## src/rtl/mix_columns_iter.sv

```systemverilog
// Forward AES MixColumns, iterative: COLS_PER_CYCLE columns per clock through shared GF(2^8) units.
// A 128-bit state is accepted on a valid/ready handshake and held on state_out until consumed.
module mix_columns_iter #(
    parameter int COLS_PER_CYCLE = 1
) (
    input  logic         clk,
    input  logic         rst,
    input  logic         in_valid,
    output logic         in_ready,
    input  logic [0:127] state_in,
    output logic         out_valid,
    input  logic         out_ready,
    output logic [0:127] state_out,
    output logic         busy
);

    // Handshake rule (both sides): a transfer happens on a rising edge where valid
    // and ready are both high; the sender holds data stable until that edge.

    if (COLS_PER_CYCLE != 1 && COLS_PER_CYCLE != 2 && COLS_PER_CYCLE != 4) begin : g_bad_cols
        $error("mix_columns_iter: COLS_PER_CYCLE must be 1, 2 or 4");
    end

    localparam logic [1:0] STEP     = 2'(COLS_PER_CYCLE);
    localparam logic [1:0] LAST_COL = 2'(4 - COLS_PER_CYCLE);

    typedef enum logic [1:0] {
        IDLE = 2'd0,
        CALC = 2'd1,
        DONE = 2'd2
    } state_t;

    state_t       state_q;
    logic [1:0]   col_cnt_q;
    logic [1:0]   col_cnt_d;
    logic [0:127] in_buf_q;
    logic [0:127] res_q;
    logic [0:127] res_d;
    logic         in_ready_q;
    logic         out_valid_q;
    logic         busy_q;
    logic         last_grp;

    logic [1:0]   col_idx [COLS_PER_CYCLE];
    logic [31:0]  col_out [COLS_PER_CYCLE];

    function automatic logic [7:0] xtime(input logic [7:0] x);
        return {x[6:0], 1'b0} ^ (x[7] ? 8'h1b : 8'h00);
    endfunction

    // One column unit: a0 is the most significant byte (row 0).
    function automatic logic [31:0] mix_col(input logic [31:0] a);
        logic [7:0] a0, a1, a2, a3;
        logic [7:0] b0, b1, b2, b3;
        a0 = a[31:24];
        a1 = a[23:16];
        a2 = a[15:8];
        a3 = a[7:0];
        b0 = xtime(a0) ^ xtime(a1) ^ a1 ^ a2 ^ a3;
        b1 = a0 ^ xtime(a1) ^ xtime(a2) ^ a2 ^ a3;
        b2 = a0 ^ a1 ^ xtime(a2) ^ xtime(a3) ^ a3;
        b3 = xtime(a0) ^ a0 ^ a1 ^ a2 ^ xtime(a3);
        return {b0, b1, b2, b3};
    endfunction

    assign last_grp  = (col_cnt_q == LAST_COL);
    assign col_cnt_d = last_grp ? 2'd0 : col_cnt_q + STEP;

    // col_cnt is always a multiple of COLS_PER_CYCLE, so the unit offsets never wrap.
    always_comb begin
        res_d = res_q;
        for (int u = 0; u < COLS_PER_CYCLE; u++) begin
            col_idx[u] = col_cnt_q + 2'(u);
            col_out[u] = mix_col(in_buf_q[32*col_idx[u] +: 32]);
            res_d[32*col_idx[u] +: 32] = col_out[u];
        end
    end

    always_ff @(posedge clk or negedge rst) begin
        if (!rst) begin
            state_q     <= IDLE;
            col_cnt_q   <= 2'd0;
            in_buf_q    <= '0;
            res_q       <= '0;
            in_ready_q  <= 1'b1;
            out_valid_q <= 1'b0;
            busy_q      <= 1'b0;
        end else begin
            case (state_q)
                IDLE: begin
                    if (in_valid && in_ready_q) begin
                        in_buf_q   <= state_in;
                        col_cnt_q  <= 2'd0;
                        state_q    <= CALC;
                        in_ready_q <= 1'b0;
                        busy_q     <= 1'b1;
                    end
                end
                CALC: begin
                    res_q     <= res_d;
                    col_cnt_q <= col_cnt_d;
                    if (last_grp) begin
                        state_q     <= DONE;
                        out_valid_q <= 1'b1;
                    end
                end
                DONE: begin
                    if (out_ready) begin
                        state_q     <= IDLE;
                        out_valid_q <= 1'b0;
                        in_ready_q  <= 1'b1;
                        busy_q      <= 1'b0;
                    end
                end
                default: begin
                    state_q     <= IDLE;
                    out_valid_q <= 1'b0;
                    in_ready_q  <= 1'b1;
                    busy_q      <= 1'b0;
                end
            endcase
        end
    end

    assign in_ready  = in_ready_q;
    assign out_valid = out_valid_q;
    assign busy      = busy_q;
    assign state_out = res_q;

endmodule

```

## config.mk

```make
export PLATFORM = sky130hd
export DESIGN_NAME = mix_columns_iter
export DESIGN_NICKNAME = d
export VERILOG_FILES = /design/src/rtl/mix_columns_iter.sv
export SDC_FILE = /design/constraint.sdc
export NUM_CORES = 1
export LEC_CHECK = 0
export ABC_AREA = 1
export CAP_MARGIN = 20
export CORE_UTILIZATION = 53
export DETAILED_ROUTE_END_ITERATION = 10
export PLACE_DENSITY = 0.81
export SYNTH_ARGS = -nofsm -noshare
export SYNTH_HDL_FRONTEND = slang
export SYNTH_SLANG_ARGS = --single-unit
export TNS_END_PERCENT = 1
```

## constraint.sdc

```tcl
create_clock -name clk -period 2.9 [get_ports clk]
set_input_delay 0.29 -clock clk [delete_from_list [all_inputs] [get_ports clk]]
set_output_delay 0.29 -clock clk [all_outputs]
set_load 0.005 [all_outputs]
```

==> summary.md <==
| Metric | Value |
|---|---|
| Maximum vdd ir drop | `0.000688 V` |
| Final wirelength | `between 40 and 50 mm` |
| Post-synth top cells | `nand2_1 (1225), dfrtp_1 (262), nand3_1 (176)` |
| Top FF cell, synth | `dfrtp_1` |
| Share of cells above drive strength 1 | `0.0569` |
| Data required, critical path | `3320 ps` |
| Switching Fraction | `0.516` |
| Initial detailed-routing violation count | `approximately 1.5k` |
| Worst slew pin tran | `645 ps` |
| Largest net degree at the start of global routing | `~120` |
| Critical Path Start | `col_cnt_q[0]` |
| WHS Endpoint | `in_buf_q[124]` |
| First-pass GRT wire length | `69.7 mm` |
| Total gr overflow | `0` |
| Final period utilization | `0.833` |
| Outcome | `finished, final reports clean` |
| Avg Synthesized Cell Area | `7.01 sq um` |
| Root Driver | `clkbuf_16` |
| R2r endpoint | `state_out[51]` |
| Yosys warnings | `0` |
| CTS tree | `built` |
| CORE AREA | `roughly 0.025 sq mm` |
| Max Slew Vio Count | `0` |
| Design Area, Final | `0.0174 sq mm` |
| GPL Wtd Cong | `approximately 0.94` |
| Pint | `around 12000 uW` |
| Clock tree buffer depth | `3` |
| CTS Buf Count | `26` |
| Clock power frac | `0.132` |
| Placed cell area | `0.0165 sq mm` |
| Crit path kind | `reg -> reg` |
| Pre-antenna DRT Iters | `6` |
| Number of H-tree levels | `1` |
| Setup TNS | `0 ps` |
| Diode count | `0` |
| Buffers on Ports | `262` |
| Vias in the first global route | `13.2k` |
| RSZ-0062 raised after global routing | `no` |
| CP endpoint kind | `flop` |
| Syn Inst Count | `1954` |
| Detailed-route via count | `14.0k` |
| Drt drc | `0` |
| Leak Pwr | `0.00938 uW` |
| Seq/Total Area, Yosys | `0.481` |
| Wire per inst | `17.1 um` |
| Startpoint Class | `flop` |
| Initial Utilization | `0.542` |
| Top cells by area, synth | `dfrtp_1 (48%), nand2_1 (34%), nand3_1 (6.4%)` |
| Combinational share of power | `0.613` |
| Nets | `2315` |
| Setup violations, final | `0` |
| Hold path start | `state_in[124]` |
| CP max FO | `69` |
| Worst Skew | `10.5 ps` |
| Pre-CTS setup slack | `543 ps` |
| Yosys top cell area share | `0.479` |
| Tot GR Track Use | `0.334` |
| Num ports | `263` |
| Asr flop ratio synth | `1.00` |
| Syn nets | `2090` |
| Yosys top cell by area | `dfrtp_1` |
| Via density | `5.53` |
| Type of the most critical hold path | `in -> reg` |
| Most frequent cell after synthesis | `nand2_1` |
| Net switching power | `12600 uW` |
| Min Tclk post-route | `around 2400 ps` |
| Post-synth cell types | `26` |
| Setup ws final | `485 ps` |
| R2r setup slk | `around 480 ps` |
| Synthesized cell area | `0.0137 sq mm` |
| Full die area | `0.0265 sq mm` |
| Power Density | `about 1400 mW/mm^2` |
| DP Wirelength | `around 31 mm` |
| Post-CTS resize count | `0` |
| Max-cap violations | `0` |
| Die Y | `163 um` |
| Horiz. Die Dim | `between 150 and 200 um` |
| FF-to-FF Start | `col_cnt_q[0]` |
| Cell count of the worst reg-to-reg path | `12` |
| Initial antenna violation count | `0` |
| Clk_lat worst skew | `540 ps` |
| Hold Path Cell Cnt | `3` |
| Synth Register Bits | `263` |
| Highest clock rate | `414 MHz` |
| Hold Vio Cnt, Final | `0` |
| Final Util | `0.687` |
| Seq pwr share | `0.256` |
| Worst-path clk slew | `60 ps` |
| Area growth, synth to finish | `26.8%` |
| Number of enable flip-flop cells after synthesis | `0` |
| Sink Count | `263` |
| Post-route ant nets | `0` |
| Slew headroom | `0.570` |
| Row count | `58` |
| Data arrival, critical path | `2840 ps` |
==> logic make-up (layout without fill, tap and decap cells) <==
| logic type | count (synthesis) | count (layout) | synth area share |
|---|---|---|---|
| and+or+nand+nor | 1527 | 1527 | 0.457 |
| AOI/OAI and AO/OA | 18 | 18 | 0.00704 |
| DFF | 263 | 263 | 0.481 |
| buffers and inverters | 139 | 380 | 0.0492 |
| xor gates and xnor gates | 3 | 3 | 0.00192 |
| adders and majority gates | 4 | 4 | 0.00366 |
==> routing by layer <==
layer	share of wire	vias up	track usage
met1	0.42	6557	0.463
met4	0.034	0	0.117
met5	0	-	0
met2	0.46	729	0.537
met3	0.083	102	0.0494
li1	-	6585	-
==> critical path: stages, from the launching register on <==
cell,delay [ps]
dfrtp_4,520
inv_8,310
nand2_1,140
nand2_1,80
nand2_1,50
nand2_1,310
nand2_1,90
nand2_1,110
nand2_1,60
nand2_1,130
nand2_1,220
nand4_1,170
nand2_1,70
==> how the worst max path moves through the flow <==
stage          slack (ps)             to
2_1_floorplan         660  state_out[10]
3_3_place_gp          580  state_out[51]
4_1_cts               530  state_out[51]
6_report              480  state_out[51]
3_5_place_dp          540  state_out[51]
5_1_grt               250  state_out[51]
==> layout by cell type, fill, tap and decap left out, drive strengths merged <==
cell and instances:
nand4 72, nor3 1, nand2 1267, dfstp 1, o31ai 1, nand3 177
xnor2 3, inv 47, clkbuf 40, nand3b 2, clkinv 4, nor2 8
ha 4, o22ai 1, a21o 1, dfrtp 262, buf 27, clkdlybuf4s50 261
o21ai 15, dlygate4sd3 1
==> registers in the layout, summed over array words and instances, names as in the netlist <==
| register | count |
|---|---|
| out_valid | 1 |
| busy | 1 |
| col_cnt_q | 2 |
| state_q | 2 |
| in_buf_q | 128 |
| state_out | 128 |
| in_ready | 1 |
==> power by group through the flow <==
stage,registers [uW],clock network [uW],logic [uW]
after floorplan,6000,0,9660
after global placement,6230,0,14300
after detailed placement,6250,0,14600
after CTS,6210,3240,14700
after global routing,6370,3390,16500
final,6230,3210,14900
==> repair_timing <==
action                    CTS  global route
setup buffers               0             0
hold endpoints to repair   70             0
hold buffers                1             0
==> cell type report <==
| type | count | area, sq um |
|---|---|---|
| clock buffer | 40 | 774 |
| clock inverter | 4 | 27.5 |
| fill | 2130 | 7900 |
| inverter | 47 | 186 |
| multi-input combinational | 1552 | 6450 |
| sequential | 263 | 6590 |
| tap | 330 | 413 |
| timing repair buffer | 289 | 2920 |
==> stage by stage <==
step	hold slack [ps]	total power (uW)	cells
2_1_floorplan	-5.59	15700	1954
5_1_grt	279	26300	2525
3_3_place_gp	309	20500	2480
3_5_place_dp	309	20900	2480
4_1_cts	273	24100	2525
6_report	286	24400	2525
No activity file was read; power rests on OpenSTA's default activity.
